[config.mk]
export PLATFORM = sky130hd
export DESIGN_NAME = fpu_mul_exp_seq_flat
export DESIGN_NICKNAME = d
export VERILOG_FILES = /design/src/rtl/fpu_mul_exp_seq_if.sv /design/src/rtl/fpu_mul_exp_seq.sv /design/src/flat_wrapper.sv
export SDC_FILE = /design/constraint.sdc
export NUM_CORES = 1
export LEC_CHECK = 0
export BUFFER_PORTS_ARGS = -buffer_cell sky130_fd_sc_hd__buf_4
export CAP_MARGIN = 15
export CORE_MARGIN = 5
export CORE_UTILIZATION = 42
export DETAILED_ROUTE_END_ITERATION = 7
export GPL_TIMING_DRIVEN = 0
export PLACE_DENSITY = 0.62
export SYNTH_ARGS = -nofsm -noshare
export SYNTH_HDL_FRONTEND = slang
export SYNTH_SLANG_ARGS = --single-unit
[constraint.sdc]
create_clock -name rclk -period 2.9 [get_ports rclk]
set_input_delay 0 -clock rclk [delete_from_list [all_inputs] [get_ports rclk]]
set_output_delay 0 -clock rclk [all_outputs]
set_load 0.02 [all_outputs]
[src/rtl/fpu_mul_exp_seq_if.sv]
// fpu_mul_exp_seq_if
// Groups the request handshake, the output handshake and the per-stage
// control outputs of the FPU multiply exponent sequencer.
//   slave  : sequencer side (takes request and out_rdy, drives the rest)
//   master : requester/consumer side
// Signals:
//   req_vld/req_op/req_cls/req_rdy  request handshake (op 1 fmuld, 2 fmuls, 3 fsmuld)
//   out_vld/out_rdy                 m6 result handshake
//   m6stg_step                      global pipe advance
//   m1stg_*, m2stg_*, m5stg_fmuld   stage opcode qualifiers and m2 exponent selects
//   fmul_clken_l                    active-low clock enable
//   busy_cnt                        number of valid stages
interface fpu_mul_exp_seq_if;
    logic       req_vld;
    logic [1:0] req_op;
    logic [2:0] req_cls;
    logic       req_rdy;
    logic       m6stg_step;
    logic       m1stg_dblop;
    logic       m1stg_sngop;
    logic       m1stg_fsmuld;
    logic       m2stg_exp_expadd;
    logic       m2stg_exp_0bff;
    logic       m2stg_exp_017f;
    logic       m2stg_exp_04ff;
    logic       m2stg_exp_zero;
    logic       m2stg_fmuld;
    logic       m2stg_fmuls;
    logic       m2stg_fsmuld;
    logic       m5stg_fmuld;
    logic       fmul_clken_l;
    logic       out_vld;
    logic       out_rdy;
    logic [3:0] busy_cnt;

    modport slave (
        input  req_vld, req_op, req_cls, out_rdy,
        output req_rdy, m6stg_step,
        output m1stg_dblop, m1stg_sngop, m1stg_fsmuld,
        output m2stg_exp_expadd, m2stg_exp_0bff, m2stg_exp_017f, m2stg_exp_04ff, m2stg_exp_zero,
        output m2stg_fmuld, m2stg_fmuls, m2stg_fsmuld, m5stg_fmuld,
        output fmul_clken_l, out_vld, busy_cnt
    );

    modport master (
        output req_vld, req_op, req_cls, out_rdy,
        input  req_rdy, m6stg_step,
        input  m1stg_dblop, m1stg_sngop, m1stg_fsmuld,
        input  m2stg_exp_expadd, m2stg_exp_0bff, m2stg_exp_017f, m2stg_exp_04ff, m2stg_exp_zero,
        input  m2stg_fmuld, m2stg_fmuls, m2stg_fsmuld, m5stg_fmuld,
        input  fmul_clken_l, out_vld, busy_cnt
    );
endinterface

[src/rtl/fpu_mul_exp_seq.sv]
// fpu_mul_exp_seq
// Pipeline sequencer for the FPU multiply exponent datapath. Tracks valid,
// opcode and exponent class through stages m1, m2, m3a, m3b, m3, m4, m5, m6
// and derives the global advance, stage qualifiers, one-hot m2 exponent
// selects and the active-low clock enable. A stalled m6 freezes the whole pipe.
// Ports:
//   rclk    global clock
//   arst_l  asynchronous active-low reset
//   pipe    fpu_mul_exp_seq_if.slave (request/output handshakes and controls)
module fpu_mul_exp_seq (
    input  logic rclk,
    input  logic arst_l,
    fpu_mul_exp_seq_if.slave pipe
);

    localparam int NSTG = 8;
    // Stage index: 0 m1, 1 m2, 2 m3a, 3 m3b, 4 m3, 5 m4, 6 m5, 7 m6
    localparam int M1 = 0;
    localparam int M2 = 1;
    localparam int M5 = 6;
    localparam int M6 = 7;

    localparam logic [1:0] OP_FMULD  = 2'd1;
    localparam logic [1:0] OP_FMULS  = 2'd2;
    localparam logic [1:0] OP_FSMULD = 2'd3;

    logic [NSTG-1:0] vld;
    logic [1:0]      op  [NSTG];
    logic [2:0]      cls [NSTG];
    logic [3:0]      busy;

    logic step;
    logic accept;
    logic drain;

    // Only a full m6 that the consumer refuses can hold the pipe.
    assign step   = !(vld[M6] & !pipe.out_rdy);
    assign accept = pipe.req_vld & (pipe.req_op != 2'd0) & step;
    assign drain  = vld[M6] & pipe.out_rdy;

    always_ff @(posedge rclk or negedge arst_l) begin
        if (!arst_l) begin
            vld <= '0;
            for (int k = 0; k < NSTG; k++) begin
                op[k]  <= 2'd0;
                cls[k] <= 3'd0;
            end
        end else if (step) begin
            vld <= {vld[NSTG-2:0], accept};
            op[M1]  <= accept ? pipe.req_op  : 2'd0;
            cls[M1] <= accept ? pipe.req_cls : 3'd0;
            for (int k = 1; k < NSTG; k++) begin
                op[k]  <= op[k-1];
                cls[k] <= cls[k-1];
            end
        end
    end

    // Running population count of vld, kept incrementally.
    always_ff @(posedge rclk or negedge arst_l) begin
        if (!arst_l) begin
            busy <= 4'd0;
        end else begin
            case ({accept, drain})
                2'b10:   busy <= busy + 4'd1;
                2'b01:   busy <= busy - 4'd1;
                default: busy <= busy;
            endcase
        end
    end

    always_comb begin
        pipe.m2stg_exp_expadd = 1'b0;
        pipe.m2stg_exp_0bff   = 1'b0;
        pipe.m2stg_exp_017f   = 1'b0;
        pipe.m2stg_exp_04ff   = 1'b0;
        pipe.m2stg_exp_zero   = 1'b0;
        if (vld[M1]) begin
            case (cls[M1])
                3'd0:    pipe.m2stg_exp_expadd = 1'b1;
                3'd1:    pipe.m2stg_exp_0bff   = 1'b1;
                3'd2:    pipe.m2stg_exp_017f   = 1'b1;
                3'd3:    pipe.m2stg_exp_04ff   = 1'b1;
                default: pipe.m2stg_exp_zero   = 1'b1;
            endcase
        end
    end

    assign pipe.m1stg_dblop  = vld[M1] & (op[M1] == OP_FMULD);
    assign pipe.m1stg_sngop  = vld[M1] & ((op[M1] == OP_FMULS) | (op[M1] == OP_FSMULD));
    assign pipe.m1stg_fsmuld = vld[M1] & (op[M1] == OP_FSMULD);

    assign pipe.m2stg_fmuld  = vld[M2] & (op[M2] == OP_FMULD);
    assign pipe.m2stg_fmuls  = vld[M2] & (op[M2] == OP_FMULS);
    assign pipe.m2stg_fsmuld = vld[M2] & (op[M2] == OP_FSMULD);

    assign pipe.m5stg_fmuld  = vld[M5] & (op[M5] == OP_FMULD);

    assign pipe.m6stg_step   = step;
    assign pipe.req_rdy      = step;
    assign pipe.out_vld      = vld[M6];
    assign pipe.busy_cnt     = busy;
    assign pipe.fmul_clken_l = !((busy != 4'd0) | pipe.req_vld);

endmodule

[src/flat_wrapper.sv]
// flat-port wrapper written by rule: the top's interface ports become plain ports
module fpu_mul_exp_seq_flat 
  (rclk, arst_l, pipe_req_vld, pipe_req_op, pipe_req_cls, pipe_out_rdy, pipe_req_rdy, pipe_m6stg_step, pipe_m1stg_dblop, pipe_m1stg_sngop, pipe_m1stg_fsmuld, pipe_m2stg_exp_expadd, pipe_m2stg_exp_0bff, pipe_m2stg_exp_017f, pipe_m2stg_exp_04ff, pipe_m2stg_exp_zero, pipe_m2stg_fmuld, pipe_m2stg_fmuls, pipe_m2stg_fsmuld, pipe_m5stg_fmuld, pipe_fmul_clken_l, pipe_out_vld, pipe_busy_cnt);
  fpu_mul_exp_seq_if pipe_i ();
  input  logic rclk;
  input  logic arst_l;
  input wire logic [$bits(pipe_i.req_vld)-1:0] pipe_req_vld;
  input wire logic [$bits(pipe_i.req_op)-1:0] pipe_req_op;
  input wire logic [$bits(pipe_i.req_cls)-1:0] pipe_req_cls;
  input wire logic [$bits(pipe_i.out_rdy)-1:0] pipe_out_rdy;
  output wire logic [$bits(pipe_i.req_rdy)-1:0] pipe_req_rdy;
  output wire logic [$bits(pipe_i.m6stg_step)-1:0] pipe_m6stg_step;
  output wire logic [$bits(pipe_i.m1stg_dblop)-1:0] pipe_m1stg_dblop;
  output wire logic [$bits(pipe_i.m1stg_sngop)-1:0] pipe_m1stg_sngop;
  output wire logic [$bits(pipe_i.m1stg_fsmuld)-1:0] pipe_m1stg_fsmuld;
  output wire logic [$bits(pipe_i.m2stg_exp_expadd)-1:0] pipe_m2stg_exp_expadd;
  output wire logic [$bits(pipe_i.m2stg_exp_0bff)-1:0] pipe_m2stg_exp_0bff;
  output wire logic [$bits(pipe_i.m2stg_exp_017f)-1:0] pipe_m2stg_exp_017f;
  output wire logic [$bits(pipe_i.m2stg_exp_04ff)-1:0] pipe_m2stg_exp_04ff;
  output wire logic [$bits(pipe_i.m2stg_exp_zero)-1:0] pipe_m2stg_exp_zero;
  output wire logic [$bits(pipe_i.m2stg_fmuld)-1:0] pipe_m2stg_fmuld;
  output wire logic [$bits(pipe_i.m2stg_fmuls)-1:0] pipe_m2stg_fmuls;
  output wire logic [$bits(pipe_i.m2stg_fsmuld)-1:0] pipe_m2stg_fsmuld;
  output wire logic [$bits(pipe_i.m5stg_fmuld)-1:0] pipe_m5stg_fmuld;
  output wire logic [$bits(pipe_i.fmul_clken_l)-1:0] pipe_fmul_clken_l;
  output wire logic [$bits(pipe_i.out_vld)-1:0] pipe_out_vld;
  output wire logic [$bits(pipe_i.busy_cnt)-1:0] pipe_busy_cnt;
  assign pipe_i.req_vld = pipe_req_vld;
  assign pipe_i.req_op = pipe_req_op;
  assign pipe_i.req_cls = pipe_req_cls;
  assign pipe_i.out_rdy = pipe_out_rdy;
  assign pipe_req_rdy = pipe_i.req_rdy;
  assign pipe_m6stg_step = pipe_i.m6stg_step;
  assign pipe_m1stg_dblop = pipe_i.m1stg_dblop;
  assign pipe_m1stg_sngop = pipe_i.m1stg_sngop;
  assign pipe_m1stg_fsmuld = pipe_i.m1stg_fsmuld;
  assign pipe_m2stg_exp_expadd = pipe_i.m2stg_exp_expadd;
  assign pipe_m2stg_exp_0bff = pipe_i.m2stg_exp_0bff;
  assign pipe_m2stg_exp_017f = pipe_i.m2stg_exp_017f;
  assign pipe_m2stg_exp_04ff = pipe_i.m2stg_exp_04ff;
  assign pipe_m2stg_exp_zero = pipe_i.m2stg_exp_zero;
  assign pipe_m2stg_fmuld = pipe_i.m2stg_fmuld;
  assign pipe_m2stg_fmuls = pipe_i.m2stg_fmuls;
  assign pipe_m2stg_fsmuld = pipe_i.m2stg_fsmuld;
  assign pipe_m5stg_fmuld = pipe_i.m5stg_fmuld;
  assign pipe_fmul_clken_l = pipe_i.fmul_clken_l;
  assign pipe_out_vld = pipe_i.out_vld;
  assign pipe_busy_cnt = pipe_i.busy_cnt;
  fpu_mul_exp_seq u_core (.rclk(rclk), .arst_l(arst_l), .pipe(pipe_i));
endmodule
==> reports/qor.csv <==
metric,value,unit
outcome,finished clean,
CTS Buffer Depth,2,
first-pass GRT wire length,4512,um
CTS resizes,0,
average cell area after synthesis,9.158,sq um
commonest cells in the netlist,"62 x nand2_1, 29 x dfrtp_1, 8 x nor2_1, 5 x a22o_1, 5 x clkbuf_1",
library cells used by synthesis,24,
min cycle time layout,2530,ps
Rows,20,
post-detailed-route count of antenna-violating nets,0,
root buffer cell,clkbuf_4,
fin. max-slew vios,0,
post-route cell area,0.001658,sq mm
Post-Synthesis Cells,141,
register area share after synthesis,56.20,%
clk sink count,29,
Worst EP arrival,2770,ps
Top delay family on crit path,simple AND/OR/NAND/NOR gates,
vias in the first global route,1028,
latest clock arrival within the worst-skew pair,310,ps
unrepaired setup endpoints after global routing,no,
Synth Flop Type,dfrtp_1,
n_diodes,0,
Slew HR,69.20,%
Leakage,0.8986,nW
CTS tree,built,
core area,0.003003,sq mm
boundary pin count,29,
number of flops mapped to enable cells by yosys,0,
nature of the critical path endpoint,flip-flop,
CP max FO,8,
Setup-failing EPs final,0,
"Hold Vio Cnt, Final",0,
share of the synthesized area in the top cell type,56.20,%
cts bufs inserted,5,
Worst Path Required,3140,ps
final cycle utilization of the critical path,87.25,%
initial drt markers,38,
Peak Freq,395.2,MHz
drt wl/cell,11.88,um
GP Congestion,0.7262,
drt total wl,2555,um
initial antenna violation count,0,
Hold Crit Class,in2async,
MaxCap Viol Count,0,
Fill cells,280,
DP Area,0.001543,sq mm
WS Path Type,reg2reg,
DRT Pass-1 Iters,4,
worst vdd ir,442.7,uV
DR vias/cell,4.926,
Final HPWL DP,1808,um
chip height,65.45,um
Total GRT Usage,14.14,%
largest cells by area after synthesis,"dfrtp_1 56%, nand2_1 18%, a22o_1 3.4%, ha_1 2.9%, xor2_1 2.7%",
ys async rst share,100.0,%
Post-Syn Area,0.001291,sq mm
grt ovf,0,
largest net degree at the start of global routing,30,
nets,194,
Die Span X,65.45,um
area grow syn2layout,28.39,%
input/output buffers,28,
Crit path largest cell delay,460,ps
skew final,8.708,ps
slowest CP cell,or4b_1,
Power per Cell Area,888.2,mW/mm^2
yosys warns,0,
CP startpoint kind,flip-flop,
"count leader, synth",nand2_1,
total setup buffers inserted after CTS,0,
DRC errors left,0,
initial cell density of the core,43.00,%
clock slew at reported path FFs,90,ps
worst-path cell chain,"nor2b_1, clkbuf_1, nor2_1, inv_1, ha_1, nand2b_1, or4b_1, a31oi_1, xor2_1",
Tightest Pin Transition,461.9,ps
Synth area leader,dfrtp_1,
setup tns final,0,ps
hold-fix buffer count after cts,6,
DIE AREA,0.004283,sq mm
layout cells sized above 1,20.33,%
vias post-DR,1059,
Syn Nets,153,
H-tree Lvls,2,
Synth Register Bits,29,
CP bufs+invs,2,
[report_power, final]
part	total [mW]	leakage (nW)	switching (mW)	internal, mW
Sequential	0.687	0.373	0.129	0.558
Combinational	0.548	0.494	0.304	0.243
Clock	0.238	0.0314	0.123	0.114
Total	1.47	0.899	0.557	0.916
[final timing paths]
path	from	to	slack, ps	cells past startpoint
worst max register to register	u_core.vld[7]	u_core.pipe.busy_cnt[3]	370	9
worst min register to register	u_core.vld[5]	u_core.vld[5]	470	2
worst max-delay path	u_core.vld[7]	u_core.pipe.busy_cnt[3]	370	9
min in group rclk	pipe_req_vld	u_core.vld[0]	170	5
worst min-delay path	arst_l	u_core.cls[21]	130	2
max in group asynchronous	arst_l	u_core.vld[7]	2490	2
[sequential cells by signal, indices dropped and copies added (netlist names)]
signal,flops
u_core.vld,8
u_core.cls,3
u_core.op,14
u_core.pipe.busy_cnt,4
[cell type report]
cell class	instances	area (sq um)	share of cell area, %
Buffer	6	26.28	1.585
Multi-Input combinational cell	104	531.8	32.08
Timing Repair Buffer	34	270.3	16.30
Inverter	2	7.507	0.4528
Sequential cell	29	725.7	43.77
Tap cell	33	41.29	2.491
Clock buffer	7	55.05	3.321
[routing by layer]
metal / track usage (%) / share of wire (%) / routed length (um)
met2: 21.11 / 46 / 1164
met5: 0 / 0 / 0
met4: 6.218 / 1.3 / 33
met1: 17.34 / 47 / 1209
met3: 6.667 / 5.8 / 148
[cell families (layout without fill, tap and decap cells)]
group | count (synthesis) | in the layout | synth area share [%]
adder cells (fa/ha/maj) | 3 | 3 | 2.907
multiplexers | 1 | 1 | 0.8720
AO/OA/AOI/OAI | 9 | 9 | 5.039
flip-flops | 29 | 29 | 56.20
AND/OR/NAND/NOR | 86 | 86 | 28.97
XOR/XNOR | 5 | 5 | 3.391
buffers and inverters | 8 | 49 | 2.617
[placed cells by master (no fill, tap or decap)]
master	n
nor2_1	8
o21ai_0	2
clkbuf_8	1
nand2_1	62
mux2_2	1
a21oi_1	1
and3_1	3
dlygate4sd3_1	6
xor2_1	4
nand2b_1	2
ha_1	3
dfrtp_1	29
and2_1	3
buf_4	29
inv_1	2
nand3b_1	1
a31oi_1	1
and3b_1	1
nor2b_1	2
or3_2	1
xnor2_1	1
nor3b_1	1
or4b_1	1
or4_1	1
clkbuf_4	5
a22o_1	5
clkbuf_1	6
[through the flow]
| stage | setup WS (ps) | utilization [%] | cells | total power [mW] | hold slack, ps |
|---|---|---|---|---|---|
| 2_1_floorplan | 561.2 | - | 141 | 1.032 | -295.6 |
| 3_3_place_gp | 434.5 | 51.38 | 202 | 1.217 | -66.49 |
| 3_5_place_dp | 393.1 | 51.38 | 202 | 1.244 | -64.90 |
| 4_1_cts | 370.3 | 55.21 | 215 | 1.494 | 129.9 |
| 5_1_grt | 193.2 | 55.21 | 215 | 1.610 | 151.2 |
| 6_report | 369.8 | 55.21 | 215 | 1.472 | 134.0 |
[worst register-to-register path, cell delays in order (launching register included)]
cell and delay, ps:
dfrtp_1 390, nor2b_1 130, clkbuf_1 180, nor2_1 370
inv_1 150, ha_1 230, nand2b_1 170, or4b_1 460
a31oi_1 220, xor2_1 160
Note: power is estimated with default switching activity, not from simulation.
